--- config.mk ---
export PLATFORM = sky130hd
export DESIGN_NAME = instr_mem_loader
export DESIGN_NICKNAME = d
export VERILOG_FILES = /design/src/rtl/instr_mem_loader.sv
export SDC_FILE = /design/constraint.sdc
export NUM_CORES = 1
export LEC_CHECK = 0
export BUFFER_PORTS_ARGS = -buffer_cell sky130_fd_sc_hd__clkbuf_2
export CORE_AREA = 2 2 100 102
export DETAILED_ROUTE_END_ITERATION = 8
export DIE_AREA = 0 0 102 104
export PLACE_DENSITY = 0.85
export SYNTH_ARGS = -nofsm -noshare
export SYNTH_HDL_FRONTEND = slang
export SYNTH_SLANG_ARGS = --single-unit
--- constraint.sdc ---
create_clock -name clk -period 2.5 [get_ports clk]
set_input_delay 0.125 -clock clk [delete_from_list [all_inputs] [get_ports clk]]
set_output_delay 0.125 -clock clk [all_outputs]
set_load 0.02 [all_outputs]
--- src/rtl/instr_mem_loader.sv ---
// Instruction-memory loader: accepts a length-prefixed byte stream, assembles
// big-endian 32-bit words and writes them from address 0 while holding the core in reset.
module instr_mem_loader #(
    parameter int Ins_mem_width = 32,
    parameter int Ins_mem_depth = 256,
    parameter int pc_width      = 32
) (
    input  logic                     clk,
    input  logic                     rst,
    input  logic                     start,
    input  logic [7:0]               byte_in,
    input  logic                     byte_valid,
    output logic                     byte_ready,
    output logic                     wr_en_ins,
    output logic [pc_width-1:0]      wr_add_ins,
    output logic [Ins_mem_width-1:0] wr_data_ins,
    output logic                     cpu_rst_n,
    output logic                     busy,
    output logic                     done,
    output logic                     err
);

    typedef enum logic [2:0] {
        IDLE   = 3'd0,
        HDR_HI = 3'd1,
        HDR_LO = 3'd2,
        DATA   = 3'd3,
        WRITE  = 3'd4,
        DONE   = 3'd5,
        ERR    = 3'd6
    } state_t;

    localparam logic [15:0] DEPTH16 = 16'(Ins_mem_depth);

    state_t      state_r;
    state_t      nxt_s;
    logic [15:0] count_r;
    logic [15:0] word_idx_r;
    logic [1:0]  byte_cnt_r;
    logic [23:0] word_r;
    logic        xfer_s;
    logic [15:0] hdr_count_s;

    assign xfer_s      = byte_valid && byte_ready;
    assign hdr_count_s = {count_r[15:8], byte_in};

    // Next-state selection; a rejected count goes to ERR before any write is issued.
    always_comb begin
        nxt_s = state_r;
        case (state_r)
            IDLE: begin
                if (start) nxt_s = HDR_HI;
                else       nxt_s = IDLE;
            end
            HDR_HI: begin
                if (xfer_s) nxt_s = HDR_LO;
                else        nxt_s = HDR_HI;
            end
            HDR_LO: begin
                if (!xfer_s)                     nxt_s = HDR_LO;
                else if (hdr_count_s == 16'd0)   nxt_s = DONE;
                else if (hdr_count_s > DEPTH16)  nxt_s = ERR;
                else                             nxt_s = DATA;
            end
            DATA: begin
                if (xfer_s && (byte_cnt_r == 2'd3)) nxt_s = WRITE;
                else                                nxt_s = DATA;
            end
            WRITE: begin
                if ((word_idx_r + 16'd1) == count_r) nxt_s = DONE;
                else                                 nxt_s = DATA;
            end
            DONE, ERR: begin
                if (start) nxt_s = HDR_HI;
                else       nxt_s = state_r;
            end
            default: nxt_s = IDLE;
        endcase
    end

    // State, datapath and registered outputs; status outputs are decoded from the next state.
    always_ff @(posedge clk or negedge rst) begin
        if (!rst) begin
            state_r     <= IDLE;
            count_r     <= 16'd0;
            word_idx_r  <= 16'd0;
            byte_cnt_r  <= 2'd0;
            word_r      <= 24'd0;
            byte_ready  <= 1'b0;
            wr_en_ins   <= 1'b0;
            wr_add_ins  <= {pc_width{1'b0}};
            wr_data_ins <= {Ins_mem_width{1'b0}};
            cpu_rst_n   <= 1'b0;
            busy        <= 1'b0;
            done        <= 1'b0;
            err         <= 1'b0;
        end else begin
            state_r    <= nxt_s;
            byte_ready <= (nxt_s == HDR_HI) || (nxt_s == HDR_LO) || (nxt_s == DATA);
            busy       <= (nxt_s == HDR_HI) || (nxt_s == HDR_LO) || (nxt_s == DATA) || (nxt_s == WRITE);
            done       <= (nxt_s == DONE);
            err        <= (nxt_s == ERR);
            cpu_rst_n  <= (nxt_s == DONE);
            wr_en_ins  <= (nxt_s == WRITE);
            if (xfer_s) begin
                case (state_r)
                    HDR_HI: count_r[15:8] <= byte_in;
                    HDR_LO: begin
                        count_r[7:0] <= byte_in;
                        word_idx_r   <= 16'd0;
                        byte_cnt_r   <= 2'd0;
                    end
                    DATA: begin
                        word_r     <= {word_r[15:0], byte_in};
                        byte_cnt_r <= byte_cnt_r + 2'd1;
                        if (byte_cnt_r == 2'd3) begin
                            wr_add_ins  <= pc_width'({word_idx_r, 2'b00});
                            wr_data_ins <= Ins_mem_width'({word_r, byte_in});
                        end
                    end
                    default: ;
                endcase
            end
            if (state_r == WRITE) begin
                word_idx_r <= word_idx_r + 16'd1;
            end
        end
    end

endmodule

After elaboration in Yosys (flattened, before gate mapping)
Cells that the tools add are included.
{"block": "classes", "add_sub_neg": 2, "n_mul": 0, "n_div": 0, "magnitude_cmp": 1, "n_eq_ne": 14, "n_shift": 0, "muxes": 13, "bitwise_logic": 0, "n_reduce_logical": 17}
{"operator": "2-to-1 mux 16 bit", "n": 3}
{"operator": "equality test 3 bit (second input constant)", "n": 6}
{"operator": "2-to-1 mux 3 bit", "n": 6}
{"operator": "case mux 3 bit (6 select lines)", "n": 1}
{"operator": "adder 16 x 1 -> 16 bit (second input constant)", "n": 1}
{"operator": "equality test 16 bit", "n": 1}
{"operator": "greater-than comparator 16 x 9 -> 1 bit (second input constant)", "n": 1}
{"operator": "zero test 16 bit", "n": 1}
{"operator": "equality test 3 x 2 -> 1 bit (second input constant)", "n": 4}
{"operator": "AND reduction 2 bit", "n": 5}
{"operator": "equality test 3 x 1 -> 1 bit (second input constant)", "n": 2}
{"operator": "nonzero test 2 bit", "n": 3}
{"operator": "case mux 2 bit (2 select lines)", "n": 1}
{"operator": "zero test 3 bit", "n": 1}
{"operator": "logical OR 1 bit", "n": 3}
{"operator": "AND reduction 3 bit", "n": 1}
{"operator": "adder 2 x 1 -> 2 bit (second input constant)", "n": 1}
{"operator": "equality test 2 bit (second input constant)", "n": 1}
{"operator": "logical AND 1 bit", "n": 2}
{"operator": "2-to-1 mux 2 bit", "n": 1}
{"operator": "OR reduction 2 bit", "n": 1}
{"operator": "2-to-1 mux 1 bit", "n": 1}
{"block": "totals", "regBits": 114, "latch_bits": 0, "mem_bits_rw": 0, "mem_bits_ro": 0, "input_bits": 12, "output_inout_bits": 70, "elab_cells": 60, "mem_count": 0}

Logic depth before layout (Yosys ltp)
Gate-level depths: netlist (run 1).
{"block": "logic_depth", "word_depth": 9, "mapped_depth": 8, "mapped_depth_nobuf": 7}

Least setup slack after synthesis (run 1)
OpenSTA, ideal clock, no wires.
{"block": "synth_path", "kind": "register to register", "start": "reg word_idx_r[0]", "end": "reg state_r[1]", "setup_ns": 0.138, "arrival_time_ns": 1.900, "required_ns": 2.362, "setup_slack_ns": 0.461, "path_stages_with_launch": 8, "n_path_buf": 0, "synth_period_minus_slack_ns": 2.039, "path_cell_list": "dfrtp_1 -> ha_1 -> nand3_2 -> o21a_1 -> a2111oi_0 -> o2111ai_1 -> nor4b_1 -> a21oi_1"}
{"block": "synth_between", "elab_chain_cells": 4}
{"item": "from (decl)", "line": "38", "source": "logic [15:0] word_idx_r;"}
{"item": "from (signal assigned)", "line": "125", "source": "word_idx_r <= word_idx_r + 16'd1;"}
{"item": "adder 16 x 1 -> 16 bit", "line": "70", "source": "if ((word_idx_r + 16'd1) == count_r) nxt_s = DONE;"}
{"item": "equality test 16 bit", "line": "70"}
{"item": "2-to-1 mux 3 bit", "line": "70"}
{"item": "case mux 3 bit (6 select lines)", "line": "50", "source": "case (state_r)"}
{"item": "net nxt_s[1]", "line": "36", "source": "state_t nxt_s;"}
{"item": "to (signal assigned)", "line": "98", "source": "state_r <= nxt_s;"}
{"item": "to (decl)", "line": "35", "source": "state_t state_r;"}
The timed path passes the listed nets, and every way through them passes these cells.
A chain may end at the register's enable or synchronous reset.

Worst setup path in the final report (run 1)
{"block": "layout_path", "start": "reg word_idx_r[8]", "end": "reg busy"}
{"block": "layout_between", "elab_chain_cells": 8, "word_cells_on_any_way": 11, "classes_between": "add/sub: 1; eq/ne: 5; mux: 2; reduce/logical: 3"}
{"item": "adder 16 x 1 -> 16 bit *", "line": "70"}
{"item": "equality test 16 bit *", "line": "70"}
{"item": "2-to-1 mux 3 bit *", "line": "70"}
{"item": "case mux 3 bit (6 select lines) *", "line": "50"}
{"item": "equality test 3 x 1 -> 1 bit / equality test 3 x 2 -> 1 bit (equally long branches)", "line": "100", "source": "busy <= (nxt_s == HDR_HI) || (nxt_s == HDR_LO) || (nxt_s == DATA) || (nxt_s == WRITE);"}
{"item": "logical OR 1 bit (2 in a row)", "line": "100"}
{"item": "logical OR 1 bit *", "line": "100"}
{"item": "to (signal assigned)", "line": "100"}
{"item": "to (decl)", "line": "18", "source": "output logic busy,"}
Mark *: on every way between the ends. The rest lies on a longest branch, timed or not.

==> impl_results.md, run 1 <==
- Port buffer count: 65
- Critical Path Start: word_idx_r[8]
- Setup TNS: 0 ns
- Initial antenna violation count: 0
- Share of the synthesized area in the top cell type: 0.540
- Worst min-delay path class: in2async
- R2R setup slack: about 0.15 ns
- Core area: 9550 um2
- Synthesized area: between 5000 and 6000 um2
- Total of max-cap violations: 0
- Total CTS buffers: 17
- CTS tree: yes
- Via-to-Cell Ratio: 5.57
- Least-Margin Pin Slew: between 1 and 1.5 ns
- H-tree depth: 4
- Post-synthesis cell type count: 57
- DIE AREA: 10,600 um2
- Layout cells sized above 1: 0.277
- Worst slew margin: 0.306
- Dominant synthesized flop cell: dfrtp_1
- Final hold vios: 0
- CTS sink cnt: 114
- Outcome: finished clean
- Max Clock Freq: 425 MHz
- Max Buffers Root-to-Sink: 2
- Top cells by count, synth: 163 x nand2_1, 114 x dfrtp_1, 40 x mux2_2
- Final Util: 0.676
- Pwr Total: a little under 0.008 W
- Count leader, synth: nand2_1
- Asr flop ratio synth: 1.00
- Syn Inst Count: 522
- Total gr overflow: 0
- FF+latch count, synth: between 100 and 150
- Postcts setup bufs: 0
- Post-synthesis sequential area ratio: 0.540
- Clk pin slew, worst setup/hold paths: 0.06 ns
- Post-DR wirelength/cell: 17.0 um
- Synth-to-Final Area Change: 22.2%
- Placed Cells: 704
- Cell taking the most area after synthesis: dfrtp_1
- Synth warn: 0
- Crit path kind: reg2reg
- Worst Path Required: 2.87 ns
- Slew Limit Fails: 0
- Power density over cell area: 1210 nW/um2
- Clk_skew: ~0.011 ns
- Ports: 82
- Routed WL: 12,700 um
- Iteration-0 DRC Markers: 331
- Final Instance Count excl. Fillers: between 700 and 800
- First-pass GRT wire length: 20,600 um
- Reg2reg start: word_idx_r[8]
- Cell row count: 36
- Via count: 4,153
- Final Wtd Congestion: about 0.94
- Ant diodes: 0
- Worst-Skew Late Latency: 0.53 ns
- EDFF count, synth: 0
- CP arrival: 2.73 ns
- Area of the multi-input gates: 2270 um2
- Reg2Reg Depth: 6
- Setup violators final: 0
- RR Endpoint: busy
- FF+latch area: 2850 um2
- GRT Total Usage: 0.254
- Synth top area cells: dfrtp_1 54%, nand2_1 12%, mux2_2 8.5%
- Total iterations of the first detailed-routing run: 5
- Largest net degree at the start of global routing: 57
- P_leak: 3.20 nW
- Fillers: 746
- Root buf cell: clkbuf_8
- Post-Syn Area per Cell: 10.1 um2
- Startpoint type of the worst setup path: register
- Maximum fanout along the worst path: 10
- Number of global-route vias before repair: approximately 4.1k
- CP endpoint kind: register
- Starting Density: 0.553
- Die W: 102 um
- Worst IR Drop VDD: roughly 0.00063 V
- Final-stage net count: 614
- Final period util: 0.942
- Final instance area: 6460 um2
- Final Critical Period: 2.35 ns
- DP Area: ~5700 um2
- HPWL after DPL: 8560 um
- Post-route DRC violation count: 0
- Die Ht: 104 um
- Antenna-violating nets left: 0
- RSZ-0062 raised after global routing: false
==> registers in the layout, indices dropped and copies added (netlist names) <==
name,count
byte_ready,1
state_r,3
done,1
wr_en_ins,1
wr_data_ins,32
busy,1
count_r,16
word_r,24
err,1
wr_add_ins,16
word_idx_r,16
byte_cnt_r,2
==> cells by family after synthesis <==
kind of cell | Yosys count | synth area share
simple gates | 229 | 0.198
flops | 114 | 0.540
compound gates | 63 | 0.0786
buf+inv | 49 | 0.0497
mux | 40 | 0.0853
xor+xnor | 24 | 0.0424
fa+ha+maj | 2 | 0.00474
other cells | 1 | 0.000710
==> worst max-delay path, cell delays in order (launching register included) <==
cell	delay, ns
dfrtp_1	0.52
nand4_1	0.33
nor4_2	0.47
xnor2_1	0.18
nand3_1	0.17
nor4_4	0.40
o21ai_1	0.12
==> power by group <==
group | leakage [nW] | total [W] | switching (W) | internal (W)
combinational | 1.42 | 0.00225 | 0.00126 | 0.000996
clock | 0.289 | 0.00248 | 0.000935 | 0.00155
sequential | 1.49 | 0.00306 | 0.000583 | 0.00248
total | 3.20 | 0.00780 | 0.00278 | 0.00502
==> through the flow <==
step | hold WS [ns] | worst slack (ns)
6_report | 0.0109 | 0.146
5_1_grt | 0.0441 | 0.000337
4_1_cts | 0.0101 | 0.0332
3_5_place_dp | 0.0193 | 0.0290
3_3_place_gp | 0.0156 | 0.275
2_1_floorplan | -0.171 | 0.461
==> cell usage in the layout (no fill, tap or decap), types with 4 or more instances in the layout <==
cell           instances
clkbuf_16             16
nand4_1                4
buf_4                 10
nand2b_1               5
mux2_2                40
nand2_1              163
xnor2_1               15
inv_1                  6
nor3_1                 4
conb_1                16
nand3_1                8
o31ai_1                4
inv_6                  8
dfrtp_1              114
o21ai_0               23
clkbuf_2              64
xor2_1                 8
dlygate4sd3_1         10
a21oi_1                7
nor2_1                15
==> final cells by class <==
class                           instances  area share
Sequential cell                       114       0.442
Multi-Input combinational cell        374       0.351
Timing Repair Buffer                   86      0.0829
Clock buffer                           17      0.0641
Clock inverter                         15      0.0300
Tap cell                              133      0.0258
Inverter                                7     0.00407
==> per-layer routing <==
metal  up-vias  GRT usage  wire (um)
met4         0      0.116        378
met2       142      0.380       6010
met5         -          0          0
li1       1902          -          -
met1      2079      0.352       5680
met3        30     0.0578        592
==> worst max-delay path by stage <==
stage	to	slack, ns	cells past startpoint
6_report	busy	0.15	6
5_1_grt	state_r[1]	0.0003	7
4_1_cts	state_r[1]	0.03	7
3_5_place_dp	state_r[1]	0.03	7
3_3_place_gp	state_r[1]	0.28	7
2_1_floorplan	state_r[1]	0.46	7
==> repair_timing <==
action	4_1_cts	5_1_grt
hold buffers	10	0
resized for setup	0	8
setup endpoints to repair	0	5
endpoints found under the hold margin	147	0
No activity file was read; power rests on OpenSTA's default activity.
==> run 2, diff against run 1 <==
--- a/config.mk
+++ b/config.mk
@@ -6,10 +6,10 @@
 export NUM_CORES = 1
 export LEC_CHECK = 0
 export BUFFER_PORTS_ARGS = -buffer_cell sky130_fd_sc_hd__clkbuf_2
-export CORE_AREA = 2 2 100 102
+export CORE_AREA = 2 2 97 99
 export DETAILED_ROUTE_END_ITERATION = 8
-export DIE_AREA = 0 0 102 104
-export PLACE_DENSITY = 0.85
+export DIE_AREA = 0 0 99 101
+export PLACE_DENSITY = 0.9
 export SYNTH_ARGS = -nofsm -noshare
 export SYNTH_HDL_FRONTEND = slang
 export SYNTH_SLANG_ARGS = --single-unit
==> constraint.sdc (replaced) <==
create_clock -name clk -period 2.9 [get_ports clk]
set_input_delay 0.145 -clock clk [delete_from_list [all_inputs] [get_ports clk]]
set_output_delay 0.145 -clock clk [all_outputs]
set_load 0.02 [all_outputs]
==> impl_results.md, run 2 (same netlist as run 1, synthesis figures left out) <==
- Worst IR Drop VDD: 0.000639 V (was 0.000629 V)
- Crit path kind: reg2reg (unchanged)
- Met3 layer usage reported by global route: 0.0583 (was 0.0578)
- Starting Density: 0.588 (was 0.553)
- Synth-to-Final Area Change: 19.5% (was 22.2%)
- Area of the multi-input gates: 2230 um2 (was 2270 um2)
- Clk_skew: 0.00728 ns (was 0.0105 ns)
- Maximum fanout along the worst path: 8 (was 10)
- Placed Cells: 678 (was 704)
- RSZ-0062 raised after global routing: false (unchanged)
- Top Registers: wr_data_ins x32, word_r x24 (unchanged)
- WHS Endpoint: state_r[0]
- Global-route met2 utilization: 0.425 (was 0.380)
- Outcome: finished clean (unchanged)
- First-pass GRT wire length: 21,000 um (was 20,600 um)
- Iteration-0 DRC Markers: 524 (was 331)
- Power density over cell area: 1040 nW/um2 (was 1210 nW/um2)
- Via-to-Cell Ratio: 5.75 (was 5.57)
- Ports: 82 (unchanged)
- Total CTS buffers: 17 (unchanged)
- Critical hold path startpoint: byte_valid
- Postcts setup bufs: 0 (unchanged)
- Total gr overflow: 0 (unchanged)
- Root buf cell: clkbuf_8 (unchanged)
- Number of global-route vias before repair: 4,081 (was 4,086)
- Max Buffers Root-to-Sink: 2 (unchanged)
- GRT met1 Usage: 0.364 (was 0.352)
- Worst-Skew Late Latency: 0.52 ns (was 0.53 ns)
- Fillers: 595 (was 746)
- RR Endpoint: busy (unchanged)
- CP endpoint kind: register (unchanged)
- Startpoint type of the worst setup path: register (unchanged)
- Final Critical Period: 2.45 ns (was 2.35 ns)
- Largest net degree at the start of global routing: 80 (was 57)
- Total iterations of the first detailed-routing run: 5 (unchanged)
- CTS sink cnt: 114 (unchanged)
- CTS tree: yes (unchanged)
- H-tree depth: 4 (unchanged)
- Final period util: 0.844 (was 0.942)
- Ant diodes: 0 (unchanged)
- Slew Limit Fails: 0 (unchanged)
- FF+latch area: 2850 um2 (unchanged)
- WHS Path Cells: 4
- Setup TNS: 0 ns (unchanged)
- Core area: 8980 um2 (was 9550 um2)
- Largest Register: wr_data_ins (unchanged)
- Clk pin slew, worst setup/hold paths: 0.06 ns (about the same)
- Largest register FFs: 32 (unchanged)
- DIE AREA: 10000 um2 (was 10,600 um2)
- Post-DR wirelength/cell: 17.9 um (was 17.0 um)
- P_leak: 3.16 nW (was 3.20 nW)
- DP Worst Slack: 0.544 ns (was 0.0290 ns)
- Port buffer count: 65 (unchanged)
- WHS: 0.137 ns (was 0.0109 ns)
- Final worst slack: 0.453 ns (was 0.146 ns)
- Routed WL: 12,900 um (was 12,700 um)
- Least-Margin Pin Slew: 1.03 ns (was 1.04 ns)
- Worst min-delay path class: in2reg (was in2async)
- Reg2Reg Depth: 7 (was 6)
- GRT busiest layer: met2 (unchanged)
- Max Clock Freq: 409 MHz (was 425 MHz)
- Final Wtd Congestion: 0.902 (was 0.937)
- Reg2reg start: word_idx_r[0] (was word_idx_r[8])
- Layout cells sized above 1: 0.261 (was 0.277)
- HPWL after DPL: 8260 um (was 8560 um)
- CP arrival: 2.82 ns (was 2.73 ns)
- Worst slew margin: 0.308 (was 0.306)
- Commonest non-fill, non-tap cell in the layout: nand2_1 (unchanged)
- Post-route DRC violation count: 0 (unchanged)
- GRT Total Usage: 0.270 (was 0.254)
- Via count: 4,143 (was 4,153)
- R2R setup slack: 0.45 ns (was 0.15 ns)
- Total of max-cap violations: 0 (unchanged)
- Worst Path Required: 3.27 ns (was 2.87 ns)
- Initial antenna violation count: 0 (unchanged)
- Commonest cells after routing, fill and taps aside: 163 x nand2_1, 114 x dfrtp_1, 64 x clkbuf_2 (unchanged)
- Die Ht: 101 um (was 104 um)
- Final Instance Count excl. Fillers: 720 (was 746)
- Final hold vios: 0 (unchanged)
- Cell row count: 35 (was 36)
- Antenna-violating nets left: 0 (unchanged)
- Final-stage net count: 610 (was 614)
- Setup violators final: 0 (unchanged)
- Die W: 99 um (was 102 um)
## run 2: cell count changes in the layout (fill, tap and decap cells not counted), sizes merged
cell	change
buf	-4
bufinv	-2
clkbuf	+1
clkinv	+5
clkinvlp	-1
inv	-3
## run 2: area by class of cell
cell class / count / share of cell area
clock inverter: 14 / 0.0232
inverter: 7 / 0.00416
tap: 111 / 0.0220
clock buffer: 18 / 0.0678
sequential: 114 / 0.452
multi-input combinational: 374 / 0.353
timing repair buffer: 82 / 0.0781
## run 2: worst max path at each step
stage	start	end
after floorplan	word_idx_r[0]	state_r[1]
after global placement	word_idx_r[0]	state_r[1]
after detailed placement	word_idx_r[0]	busy
after CTS	word_idx_r[0]	busy
after global routing	word_idx_r[0]	busy
final	word_idx_r[0]	busy
## run 2: worst max-delay path: stages, from the launching register on
cell and delay [ns]:
dfrtp_1 0.50, ha_1 0.31, nand3_2 0.19, nor4_1 0.52, xnor2_1 0.20, o221ai_2 0.14
nor4_4 0.31, o21ai_1 0.13
## run 2: per-layer routing
metal / share of wire / routed length [um]
met3: 0.066 / 848
met1: 0.41 / 5210
met5: 0 / 0
met4: 0.034 / 433
met2: 0.50 / 6370
## run 2: power by group
part           leakage [nW]  switching, W  internal, W
clock                 0.277      0.000813      0.00119
combinational          1.39       0.00108     0.000830
sequential             1.49      0.000529      0.00213
total                  3.16       0.00243      0.00415
## run 2: stage by stage
step                       util  total power, W  cell area, um2
after global placement    0.628         0.00438            5640
after global routing      0.703         0.00688            6310
after detailed placement  0.628         0.00450            5640
after floorplan               -         0.00388            5340
final                     0.703         0.00657            6310
after CTS                 0.703         0.00657            6310
## run 2: what timing repair did
action,CTS,global route
hold buffers,10,0
endpoints found under the hold margin,104,0
resized for setup,0,0
endpoints found under the setup margin,0,0
==> run 3, diff against run 2 <==
--- a/config.mk
+++ b/config.mk
@@ -6,10 +6,10 @@
 export NUM_CORES = 1
 export LEC_CHECK = 0
 export BUFFER_PORTS_ARGS = -buffer_cell sky130_fd_sc_hd__clkbuf_2
-export CORE_AREA = 2 2 97 99
+export CORE_AREA = 2 2 100 102
 export DETAILED_ROUTE_END_ITERATION = 8
-export DIE_AREA = 0 0 99 101
-export PLACE_DENSITY = 0.9
+export DIE_AREA = 0 0 102 104
+export PLACE_DENSITY = 0.85
 export SYNTH_ARGS = -nofsm -noshare
 export SYNTH_HDL_FRONTEND = slang
 export SYNTH_SLANG_ARGS = --single-unit
==> constraint.sdc (replaced) <==
create_clock -name clk -period 2.4 [get_ports clk]
set_input_delay 0.12 -clock clk [delete_from_list [all_inputs] [get_ports clk]]
set_output_delay 0.12 -clock clk [all_outputs]
set_load 0.02 [all_outputs]
==> impl_results.md, run 3 (same netlist as run 1, synthesis figures left out) <==
- Outcome: finished clean (unchanged)
- Largest Register: wr_data_ins (unchanged)
- Least-Margin Pin Slew: 1.13 ns (was 1.03 ns)
- Worst-Skew Late Latency: 0.52 ns (about the same)
- Iteration-0 DRC Markers: 249 (was 524)
- Final Critical Period: 2.22 ns (was 2.45 ns)
- Commonest cells after routing, fill and taps aside: 163 x nand2_1, 110 x dfrtp_1, 64 x clkbuf_2 (was 163 x nand2_1, 114 x dfrtp_1, 64 x clkbuf_2)
- Internal power: 0.00515 W (was 0.00415 W)
- Worst min-delay path class: in2async (was in2reg)
- Sw Ratio: 0.357 (was 0.369)
- Post-DR wirelength/cell: 16.7 um (was 17.9 um)
- Initial antenna violation count: 0 (unchanged)
- Number of global-route vias before repair: 4,124 (was 4,081)
- CTS sink cnt: 114 (unchanged)
- Comb pwr share: 0.299 (was 0.291)
- Core area: 9550 um2 (was 8980 um2)
- Clk_skew: 0.00896 ns (was 0.00728 ns)
- Critical Path Slowest Stage Cell: dfrtp_2 (was nor4_1)
- Slew Limit Fails: 0 (unchanged)
- FF+latch area: 2860 um2 (was 2850 um2)
- Max Buffers Root-to-Sink: 2 (unchanged)
- Final-stage net count: 620 (was 610)
- Via-to-Cell Ratio: 5.43 (was 5.75)
- Final Wtd Congestion: 0.953 (was 0.902)
- Clk pin slew, worst setup/hold paths: 0.06 ns (about the same)
- Final Instance Count excl. Fillers: 752 (was 720)
- Top Registers: wr_data_ins x32, word_r x24 (unchanged)
- RSZ-0062 raised after global routing: false (unchanged)
- Worst Path Required: 2.78 ns (was 3.27 ns)
- Starting Density: 0.553 (was 0.588)
- GRT Total Usage: 0.256 (was 0.270)
- Area of the multi-input gates: 2240 um2 (was 2230 um2)
- Synth-to-Final Area Change: 22.2% (was 19.5%)
- Setup violators final: 0 (unchanged)
- R2R setup slack: 0.18 ns (was 0.45 ns)
- Via count: 4,082 (was 4,143)
- Antenna-violating nets left: 0 (unchanged)
- Layout cells sized above 1: 0.284 (was 0.261)
- Total gr overflow: 0 (unchanged)
- Largest net degree at the start of global routing: 54 (was 80)
- Die Ht: 104 um (was 101 um)
- Crit-path cells: ha_2 > xnor2_1 > o211ai_1 > a2111oi_0 > o2111ai_1 > nor4b_2 > a21oi_1 (was ha_1 > nand3_2 > nor4_1 > xnor2_1 > o221ai_2 > nor4_4 > o21ai_1)
- Power density over cell area: 1240 nW/um2 (was 1040 nW/um2)
- Placed Cells: 710 (was 678)
- Ports: 82 (unchanged)
- Worst IR Drop VDD: 0.000673 V (was 0.000639 V)
- Routed WL: 12,500 um (was 12,900 um)
- Reg power frac: 0.396 (was 0.405)
- Crit-path max cell delay: 0.45 ns (was 0.52 ns)
- Final period util: 0.926 (was 0.844)
- Total iterations of the first detailed-routing run: 4 (was 5)
- Switching Power: 0.00285 W (was 0.00243 W)
- Crit path kind: reg2reg (unchanged)
- Clock Power Share: 0.305 (was 0.304)
- Maximum fanout along the worst path: 6 (was 8)
- RR Endpoint: state_r[1] (was busy)
- Largest register FFs: 32 (unchanged)
- Total of max-cap violations: 0 (unchanged)
- HPWL after DPL: 8520 um (was 8260 um)
- Critical Path Start: word_idx_r[1] (was word_idx_r[0])
- Ant diodes: 0 (unchanged)
- Post-route DRC violation count: 0 (unchanged)
- CP endpoint kind: register (unchanged)
- Total CTS buffers: 17 (unchanged)
- First-pass GRT wire length: 20,800 um (was 21,000 um)
- Commonest non-fill, non-tap cell in the layout: nand2_1 (unchanged)
- Reg2Reg Depth: 7 (unchanged)
- DIE AREA: 10,600 um2 (was 10000 um2)
- Cell row count: 36 (was 35)
- H-tree depth: 4 (unchanged)
- Startpoint type of the worst setup path: register (unchanged)
- Max Clock Freq: 450 MHz (was 409 MHz)
- Root buf cell: clkbuf_8 (unchanged)
- P_leak: 3.21 nW (was 3.16 nW)
- CTS tree: yes (unchanged)
- Die W: 102 um (was 99 um)
- Fillers: 721 (was 595)
- CP arrival: 2.60 ns (was 2.82 ns)
- Port buffer count: 65 (unchanged)
- Postcts setup bufs: 0 (unchanged)
- Critical Path Sink: state_r[1] (was busy)
- Worst slew margin: 0.241 (was 0.308)
- Reg2reg start: word_idx_r[1] (was word_idx_r[0])
- Setup TNS: 0 ns (unchanged)
- Final hold vios: 0 (unchanged)
run 3: changes by cell type in the layout (fill, tap and decap cells not counted), moves of 2 or more:
cell      change
buf_4         +9
dfrtp_2       +4
inv_8         -2
clkinv_2      +2
dfrtp_1       -4
run 3: final cells by class:
class / instances / share of cell area
flip-flops and latches: 114 / 0.443
multi-input cells: 374 / 0.348
repair buffers: 92 / 0.0899
clock buffers: 18 / 0.0663
well taps: 133 / 0.0258
clock inverters: 14 / 0.0238
inverters: 7 / 0.00407
run 3: timing repair:
item	in CTS	in global routing
hold buffers	10	0
endpoints found under the setup margin	0	5
endpoints found under the hold margin	113	0
gates resized for setup	0	7
run 3: power by group through the flow:
stage | logic [W] | clock network (W) | registers [W]
final | 0.00239 | 0.00244 | 0.00317
after global routing | 0.00262 | 0.00254 | 0.00324
after CTS | 0.00238 | 0.00246 | 0.00314
after detailed placement | 0.00233 | 0 | 0.00316
after global placement | 0.00225 | 0 | 0.00313
after floorplan | 0.00142 | 0 | 0.00327
run 3: worst max-delay path: cells and delay by family, from the launching register on:
family	cells	cell delay (ns)
fa+ha+maj	1	0.35
compound gates	4	0.84
xor+xnor	1	0.11
simple gates	1	0.33
flops	1	0.45
run 3: through the flow:
| stage | total power, W | setup WS [ns] | hold WS, ns | util | area, um2 |
|---|---|---|---|---|---|
| floorplan | 0.00469 | 0.361 | -0.176 | - | 5340 |
| global placement | 0.00537 | 0.243 | 0.0636 | 0.603 | 5750 |
| detailed placement | 0.00550 | 0.143 | 0.0722 | 0.603 | 5750 |
| CTS | 0.00798 | 0.0350 | 0.0679 | 0.674 | 6440 |
| global route | 0.00840 | 0.0142 | 0.0948 | 0.676 | 6460 |
| finish | 0.00800 | 0.177 | 0.0578 | 0.676 | 6460 |
run 3: worst min-delay path by stage:
stage	to	slack (ns)	cells past startpoint
6_report	word_r[2]	0.06	2
5_1_grt	wr_data_ins[20]	0.09	2
4_1_cts	wr_data_ins[5]	0.07	2
3_5_place_dp	wr_data_ins[20]	0.07	1
3_3_place_gp	wr_data_ins[8]	0.06	1
2_1_floorplan	busy	-0.18	0
run 3: per-layer routing:
layer / part of all wire / wire length, um / up-vias / track usage
met1: 0.44 / 5560 / 1983 / 0.359
met5: 0 / 0 / - / 0
met4: 0.020 / 257 / 0 / 0.0990
li1: - / - / 1922 / -
met3: 0.062 / 773 / 25 / 0.0638
met2: 0.47 / 5950 / 152 / 0.383
